### src/rtl/ustoch_pkg.sv
// Shared definitions for the stochastic readout path: FSM states and the
// default stream-window exponent used by the scaled adder and the converter.
package ustoch_pkg;

  // log2 of the maximum window length; shared with the upstream adder.
  localparam int unsigned BITW_DEF = 8;

  typedef enum logic [1:0] {
    IDLE = 2'd0,
    RUN  = 2'd1,
    DONE = 2'd2
  } state_t;

endpackage

### src/rtl/ustoch_to_bin.sv
// Windowed stochastic-to-binary converter: counts the ones in a bitstream
// over a programmable window and presents the count through valid/ready.
module ustoch_to_bin
  import ustoch_pkg::*;
#(
  parameter int unsigned BITW = BITW_DEF
) (
  input  logic            iClk,
  input  logic            iRstN,
  input  logic            iStart,
  input  logic [BITW:0]   iLen,
  input  logic            iClr,
  input  logic            iEn,
  input  logic            iIn,
  output logic            oBusy,
  output logic            oValid,
  input  logic            iReady,
  output logic [BITW:0]   oCnt
);

  state_t          state;
  logic [BITW:0]   acc;
  logic [BITW:0]   remain;
  logic [BITW:0]   eff_len;
  logic [BITW:0]   acc_inc;

  // Window length actually loaded: a zero length field selects 2^BITW.
  always_comb begin
    eff_len = iLen;
    if (iLen == '0) begin
      eff_len = {1'b1, {BITW{1'b0}}};
    end
  end

  // Accumulator value including the bit consumed at this edge.
  always_comb begin
    acc_inc = acc + {{BITW{1'b0}}, iIn};
  end

  // Control FSM with window/ones counters; busy/valid are registered
  // alongside the state so that no input reaches an output combinationally.
  always_ff @(posedge iClk or negedge iRstN) begin
    if (!iRstN) begin
      state  <= IDLE;
      acc    <= '0;
      remain <= '0;
      oCnt   <= '0;
      oBusy  <= 1'b0;
      oValid <= 1'b0;
    end else if (iClr) begin
      state  <= IDLE;
      acc    <= '0;
      remain <= '0;
      oCnt   <= '0;
      oBusy  <= 1'b0;
      oValid <= 1'b0;
    end else begin
      case (state)
        IDLE: begin
          if (iStart) begin
            state  <= RUN;
            acc    <= '0;
            remain <= eff_len;
            oBusy  <= 1'b1;
          end
        end

        RUN: begin
          if (iEn) begin
            acc    <= acc_inc;
            remain <= remain - 1'b1;
            if (remain == {{BITW{1'b0}}, 1'b1}) begin
              state  <= DONE;
              oCnt   <= acc_inc;
              oBusy  <= 1'b0;
              oValid <= 1'b1;
            end
          end
        end

        DONE: begin
          if (iReady) begin
            oValid <= 1'b0;
            // Handshake and a new request on the same edge chain windows
            // without passing through IDLE.
            if (iStart) begin
              state  <= RUN;
              acc    <= '0;
              remain <= eff_len;
              oBusy  <= 1'b1;
            end else begin
              state <= IDLE;
            end
          end
        end

        default: begin
          state  <= IDLE;
          oBusy  <= 1'b0;
          oValid <= 1'b0;
        end
      endcase
    end
  end

endmodule
### config.mk
export PLATFORM = sky130hd
export DESIGN_NAME = ustoch_to_bin
export DESIGN_NICKNAME = d
export VERILOG_FILES = /design/src/rtl/ustoch_pkg.sv /design/src/rtl/ustoch_to_bin.sv
export SDC_FILE = /design/constraint.sdc
export NUM_CORES = 1
export LEC_CHECK = 0
export CELL_PAD_IN_SITES_DETAIL_PLACEMENT = 0
export CELL_PAD_IN_SITES_GLOBAL_PLACEMENT = 1
export CORE_ASPECT_RATIO = 0.6
export CORE_MARGIN = 2
export CORE_UTILIZATION = 46
export DETAILED_ROUTE_END_ITERATION = 12
export DONT_BUFFER_PORTS = 1
export GPL_ROUTABILITY_DRIVEN = 1
export PLACE_DENSITY = 0.77
export SETUP_SLACK_MARGIN = 0.05
export SLEW_MARGIN = 20
export SYNTH_ARGS = -nofsm -noshare
export SYNTH_HDL_FRONTEND = slang
export SYNTH_SLANG_ARGS = --single-unit
### constraint.sdc
create_clock -name iClk -period 2.6 [get_ports iClk]
set_input_delay 0.39 -clock iClk [delete_from_list [all_inputs] [get_ports iClk]]
set_output_delay 0.39 -clock iClk [all_outputs]
set_load 0.05 [all_outputs]
[Word level (Yosys, flattened, before mapping)]
Cells that the tools add are included.
Cells by class
  $add $sub $neg: 2
  eq/ne operators: 8
  multiplexer cells: 33
  reduce and logical (&&, ||, !) cells: 11
Operator list (number)
  9-bit two-way mux: 13
  9-bit case mux with 3 select lines: 2
  3-bit != test (second input constant): 4
  1-bit two-way mux: 10
  2-bit two-way mux: 5
  9-bit by 1-bit adder with 9-bit output: 1
  9-bit by 1-bit == test with 1-bit output (second input constant): 1
  9-bit logical NOT: 1
  3-bit AND reduction: 3
  9-bit by 1-bit subtractor with 9-bit output (second input constant): 1
  4-bit AND reduction: 2
  1-bit case mux with 3 select lines: 2
  2-bit case mux with 3 select lines: 1
  2-bit nonzero test: 3
  4-bit nonzero test: 1
  2-bit by 1-bit == test with 1-bit output (second input constant): 1
  2-bit == test (second input constant): 1
  2-bit logical NOT: 1
  2-bit != test (second input constant): 1
Word-level totals
  logic and storage cells: 60
  input port bits: 16
  output and inout port bits: 11
  register bits: 31

[Logic depth before layout (Yosys ltp)]
Gate-level depths: netlist of the first run.
  depth after elaboration: 6
  mapped depth: 7
  mapped depth without buffers: 6

[Worst setup path before layout of the first run]
OpenSTA, ideal clock, no wires.
  path type: register to register
  from: register remain[5]
  to: register remain[8]
  setup time: 101 ps
  path slack: 769 ps
  arrival time: 1730 ps
  stages on the path, launching flop included: 5
  period minus slack after synthesis: 1831 ps
  data required time: 2499 ps
  path through: dfrtp_1 > or4_4 > or4_1 > mux2_2 > o32ai_1
On the way
  longest elaborated chain between the ends: 4
Ends and longest elaborated chain
  from (decl): RTL line ustoch_to_bin.sv:23  | logic [BITW:0] remain;
  from (signal assigned): RTL line ustoch_to_bin.sv:63  | remain <= eff_len;
  from (signal assigned): RTL line ustoch_to_bin.sv:71  | remain <= remain - 1'b1;
  from (signal assigned): RTL line ustoch_to_bin.sv:89  | remain <= eff_len;
  9-bit by 1-bit subtractor with 9-bit output: RTL line ustoch_to_bin.sv:71
  9-bit two-way mux: RTL line ustoch_to_bin.sv:69  | if (iEn) begin
  9-bit case mux with 3 select lines: RTL line ustoch_to_bin.sv:58  | case (state)
  9-bit two-way mux: RTL line ustoch_to_bin.sv:50  | end else if (iClr) begin
No other way between the ends. The select of a mux whose other input is x is not followed.
A chain may end at the register's enable or synchronous reset.

[Worst setup path after layout of the first run]
  from: register remain[1]
  to: register oCnt[0]
On the way
  longest elaborated chain between the ends: 3
Ends and longest elaborated chain
  9-bit by 1-bit == test with 1-bit output: RTL line ustoch_to_bin.sv:72  | if (remain == {{BITW{1'b0}}, 1'b1}) begin
  2-bit nonzero test (no source line)
  3-bit AND reduction (no source line)
  to (signal assigned): RTL line ustoch_to_bin.sv:74  | oCnt <= acc_inc;
  to (decl): RTL line ustoch_to_bin.sv:18  | output logic [BITW:0] oCnt
No other way between the ends.

==> results of run 1 <==
[cell families (layout without fill, tap and decap cells)]
logic type / after synthesis / count (layout) / share of synthesized area [%]
xor+xnor: 7 / 7 / 3.61
compound gates: 61 / 61 / 21.0
buf+inv: 15 / 20 / 3.31
flops: 31 / 31 / 45.6
mux: 2 / 2 / 1.32
fa+ha+maj: 4 / 4 / 2.94
simple gates: 69 / 69 / 22.2
[path summary, 6_finish.rpt]
check	end	cells past startpoint
setup / recovery	oCnt[0]	6
hold / removal	state[0]	1
setup reg to reg	oCnt[0]	6
hold reg to reg	acc[8]	2
max in group asynchronous	oCnt[2]	2
min in group asynchronous	remain[3]	2
[worst max-delay path, cell delays in order (launching register included)]
cell and delay [ps]:
dfrtp_1 400, inv_1 80, ha_1 130, nor4b_1 420, a41oi_1 530, nand2_1 200, o21ai_0 100
[timing repair]
item	in CTS	in global routing
endpoints found under the setup margin	0	0
hold buffers	2	0
hold endpoints to repair	31	0
setup buffers	0	0
[cells in the mapped netlist, drive strengths merged]
cell / instances / area (um^2)
dfrtp: 31 / 776
o21ai: 25 / 125
nand2: 19 / 71.3
a21oi: 18 / 90.1
nor2: 9 / 33.8
clkbuf: 7 / 26.3
nand2b: 7 / 43.8
inv: 6 / 22.5
nand3: 5 / 25.0
nor4: 5 / 31.3
ha: 4 / 50.1
xnor2: 4 / 35.0
nand4: 3 / 18.8
nor3: 3 / 15.0
o31ai: 3 / 22.5
or4: 3 / 26.3
xor2: 3 / 26.3
a211oi: 2 / 15.0
a21o: 2 / 15.0
a221oi: 2 / 17.5
and2: 2 / 12.5
buf: 2 / 7.51
mux2: 2 / 22.5
nand3b: 2 / 15.0
nor2b: 2 / 12.5
or3: 2 / 13.8
a22oi: 1 / 7.51
a2bb2oi: 1 / 8.76
a31oi: 1 / 6.26
a41oi: 1 / 8.76
and3: 1 / 6.26
and3b: 1 / 8.76
and4: 1 / 8.76
nand4b: 1 / 8.76
nand4bb: 1 / 11.3
nor4b: 1 / 8.76
o211ai: 1 / 7.51
o22ai: 1 / 6.26
o2bb2ai: 1 / 8.76
o32ai: 1 / 8.76
o41ai: 1 / 8.76
or2: 1 / 6.26
[state kept, by name, summed over array words and instances, names as in the netlist]
register and flops:
acc 9, state 2, remain 9, oCnt 9, oValid 1, oBusy 1
[report_power, final]
part	internal, W	switching (W)
clock	0.000310	0.000183
sequential	0.000503	0.0000375
combinational	0.0000733	0.000101
[layer usage]
metal  global-route usage (%)  up-vias  part of all wire [%]
li1                         -      701                     -
met1                     31.5      696                    50
met2                     30.1       49                    42
met3                     8.66        5                   7.4
met4                     5.74        0                   1.0
met5                        0        -                     0
[cell type report]
class	instances	area [um^2]
Fill cell	330	1690
Timing Repair Buffer	6	60.1
Sequential cell	31	776
Inverter	6	22.5
Multi-Input combinational cell	143	868
Tap cell	47	58.8
Clock buffer	6	82.6
Clock inverter	2	35.0
[per-stage QoR]
stage	area, um^2	total power [W]	hold slack, ps	util, %	cells
final	1900	0.00121	160	52.9	241
after floorplan	1700	0.000666	94.4	-	189
after global routing	1900	0.00128	138	52.9	241
after detailed placement	1760	0.000707	95.1	48.8	231
after CTS	1900	0.00122	152	52.9	241
after global placement	1760	0.000705	95.2	48.8	231
==> results.py, run 1 <==
metrics = {
    "route": {
        "wl_um": 4030,
        "drt-initial-drc-count": 76,
        "drc": 0,
        "dr.pass1.iters": 4,
        "routed_wire_length_per_instance_um": 16.7,
        "drt.antenna.violating_nets": 0,
        "vias_per_cell": 6.02,
        "vias": 1451,
    },
    "cells_and_area": {
        "final_cell_mix": "dfrtp_1, o21ai_0, nand2_1",
        "syn_to_final_growth_pct": 11.9,
        "final_common_cell": "dfrtp_1",
        "drive_gt1_share_pct": 9.28,
        "diodes": 0,
        "nets": 213,
    },
    "clock_network": {
        "clk_latency_ps": 280,
        "path_clk_slew_ps": 70,
        "htreeDepth": 2,
        "cts_sinks": 31,
        "cts_root_buf": "clkbuf_8",
        "cts_buffers": 5,
        "cts_resized": 0,
        "cts_buffer_depth": 2,
        "cts_tree": "built",
    },
    "hold_path": {
        "hp-class": "in2reg",
        "holdCritStartpoint": "iClr",
    },
    "place": {
        "gp_congestion": 0.825,
        "numPortBuffers": 0,
        "dpl.hpwl_um": 2840,
        "pre_cts_ws_ps": 585,
    },
    "sta": {
        "fin_crit_sh_pct": 77.8,
        "fin_skew_ps": 6.41,
        "finalSetupViolations": 0,
        "tightest_slew_ps": 984,
        "slew_violations": 0,
        "max_freq_ghz": 0.494,
        "fin_tns_setup_ps": 0,
        "finalWorstSetupSlack_ps": 577,
        "finalHoldViolations": 0,
        "slew_headroom_pct": 33.5,
        "fin_crit_ps": 2020,
        "rsz0062_at_grt": "no",
    },
    "die": {
        "num_rows": 17,
        "coreArea_mm2": 0.00359,
        "die_w_um": 82.5,
        "dieArea_mm2": 0.00421,
        "initial_utilization_pct": 47.3,
        "die_height_um": 51.1,
        "ioPinCount": 27,
    },
    "logic_synthesis": {
        "synth_seq_cells": 31,
        "synth.net_count": 209,
        "syn_avg_cell_area_um2": 9.00,
        "synth_area_mm2": 0.00170,
        "synthCells": 189,
        "yosys_warnings": 0,
        "seq_area_frac_synth_pct": 45.6,
        "ys_types": 44,
    },
    "global_routing": {
        "grt_pass1_wl_um": 6730,
        "antenna_found_initial": 0,
        "grt_pass1_vias": 1348,
        "grt_max_degree": 32,
        "grt-ovfl-total": 0,
        "track_usage_pct": 21.8,
    },
    "critical_path": {
        "startpoint_type": "flip-flop",
        "reg2reg_slack_ps": 580,
        "startpoint": "remain[1]",
        "cp_max_fo": 11,
        "cp.arrival_ps": 2150,
        "cp-end-kind": "flip-flop",
        "path_class": "reg2reg",
        "timing.rr.start": "remain[1]",
        "crit_required_ps": 2730,
    },
    "power_and_ir_drop": {
        "p_leak_nw": 0.773,
        "vdd_drop_max_uv": 239,
        "p_per_area_mw_per_mm2": 635,
    },
    "status": {
        "run_status": "complete, no violations",
    },
    "flow_run": {
        "cap_viol_max_count": 0,
    },
}
(Power assumes the default switching activity.)
==> inputs of run 2 (changes only) <==
- clock period: 2.6 -> 2 ns (I/O delays scaled with it)
==> results.py, run 2 (synthesis results as in run 1) <==
metrics = {
    "power_and_ir_drop": {
        "design_power_total_w": 0.00145,
        "p_leak_nw": 0.791,
        "p_per_area_mw_per_mm2": 753,
        "vdd_drop_max_uv": 405,
    },
    "sta": {
        "fin_skew_ps": 4.72,
        "finalHoldViolations": 0,
        "tightest_slew_ps": 557,
        "slew_headroom_pct": 62.6,
        "max_freq_ghz": 0.537,
        "fin_crit_ps": 1860,
        "finalSetupViolations": 0,
        "fin_tns_setup_ps": 0,
        "rsz0062_at_grt": "no",
        "slew_violations": 0,
        "fin_crit_sh_pct": 93.1,
    },
    "cells_and_area": {
        "final_common_cell": "dfrtp_1",
        "final_cell_mix": "dfrtp_1, o21ai_0, nand2_1",
        "final_cells": 246,
        "diodes": 0,
        "drive_gt1_share_pct": 12.6,
        "nets": 219,
        "top_regs": "acc x9, oCnt x9, remain x9",
        "syn_to_final_growth_pct": 13.6,
        "fin_area_mm2": 0.00193,
        "multi_input_area_um2": 882,
        "fill_cells": 336,
        "regArea_um2": 776,
    },
    "critical_path": {
        "cp_max_fo": 3,
        "path_class": "reg2reg",
        "startpoint_type": "flip-flop",
        "cp.arrival_ps": 2050,
        "reg2reg_slack_ps": 140,
        "crit_required_ps": 2190,
        "cp-end-kind": "flip-flop",
    },
    "place": {
        "dpl.hpwl_um": 2860,
        "gp_congestion": 0.794,
        "dp_cells": 236,
        "numPortBuffers": 0,
        "dpl_cell_area_mm2": 0.00179,
    },
    "global_routing": {
        "grt_pass1_vias": 1368,
        "grt_max_degree": 32,
        "track_usage_pct": 21.4,
        "antenna_found_initial": 0,
        "grt_pass1_wl_um": 6700,
        "grt-ovfl-total": 0,
    },
    "clock_network": {
        "cts_tree": "built",
        "clk_latency_ps": 280,
        "cts_buffers": 5,
        "cts_root_buf": "clkbuf_8",
        "htreeDepth": 2,
        "cts_sinks": 31,
        "cts_buffer_depth": 2,
        "path_clk_slew_ps": 70,
    },
    "die": {
        "ioPinCount": 27,
        "die_w_um": 82.5,
        "die_height_um": 51.1,
        "num_rows": 17,
        "dieArea_mm2": 0.00421,
        "coreArea_mm2": 0.00359,
        "initial_utilization_pct": 47.3,
    },
    "flow_run": {
        "cap_viol_max_count": 0,
    },
    "route": {
        "drt.antenna.violating_nets": 0,
        "dr.pass1.iters": 4,
        "wl_um": 3930,
        "routed_wire_length_per_instance_um": 16.0,
        "drt-initial-drc-count": 70,
        "vias_per_cell": 6.02,
        "vias": 1480,
        "drc": 0,
    },
    "hold_path": {
        "hp-class": "in2reg",
    },
    "status": {
        "run_status": "complete, no violations",
    },
}
## run 2: final cells by class
| cell class | count | area share [%] |
|---|---|---|
| sequential | 31 | 40.2 |
| tap | 47 | 3.04 |
| clock inverter | 1 | 0.259 |
| multi-input combinational | 143 | 45.7 |
| timing repair buffer | 12 | 5.44 |
| inverter | 6 | 1.17 |
| clock buffer | 6 | 4.27 |
## run 2: worst paths after layout
| check | from | to | cells after the start |
|---|---|---|---|
| hold reg to reg | acc[8] | acc[8] | 2 |
| setup / recovery | remain[3] | remain[8] | 4 |
| max in group asynchronous | iRstN | oValid | 2 |
| hold / removal | iClr | state[0] | 1 |
| min in group asynchronous | iRstN | acc[1] | 2 |
| setup reg to reg | remain[3] | remain[8] | 4 |
## run 2: worst max-delay path: stages (launching register included)
cell and delay, ps:
dfrtp_1 390, or4_4 550, or4_1 470, mux2_2 280, o32ai_2 90
## run 2: layer usage
metal  global-route usage [%]  vias to the layer above  share of wire, %  wire length [um]
met5                        0                        -                 0                 0
met1                     33.2                      726                50              1980
met2                     28.9                       39                42              1670
met4                     5.74                        0              0.89                35
li1                         -                      709                 -                 -
met3                     5.65                        6               6.2               243
## run 2: what timing repair did
item,in CTS,in global routing
resized for setup,0,2
buffers inserted,0,1
hold buffers,2,0
endpoints found under the setup margin,0,3
endpoints found under the hold margin,31,0
## run 2: power by group
group	switching, W	internal, W
registers	0.0000473	0.000654
clock network	0.000233	0.000270
logic	0.000140	0.000110
## run 2: per-stage QoR
step           hold WS [ps]  setup slack, ps  utilization, %
2_1_floorplan          4.41              169               -
5_1_grt                65.1             70.3            53.7
3_3_place_gp           5.21              144            49.9
6_report               74.7              138            53.7
4_1_cts                69.1             86.2            53.2
3_5_place_dp           5.05              103            49.9
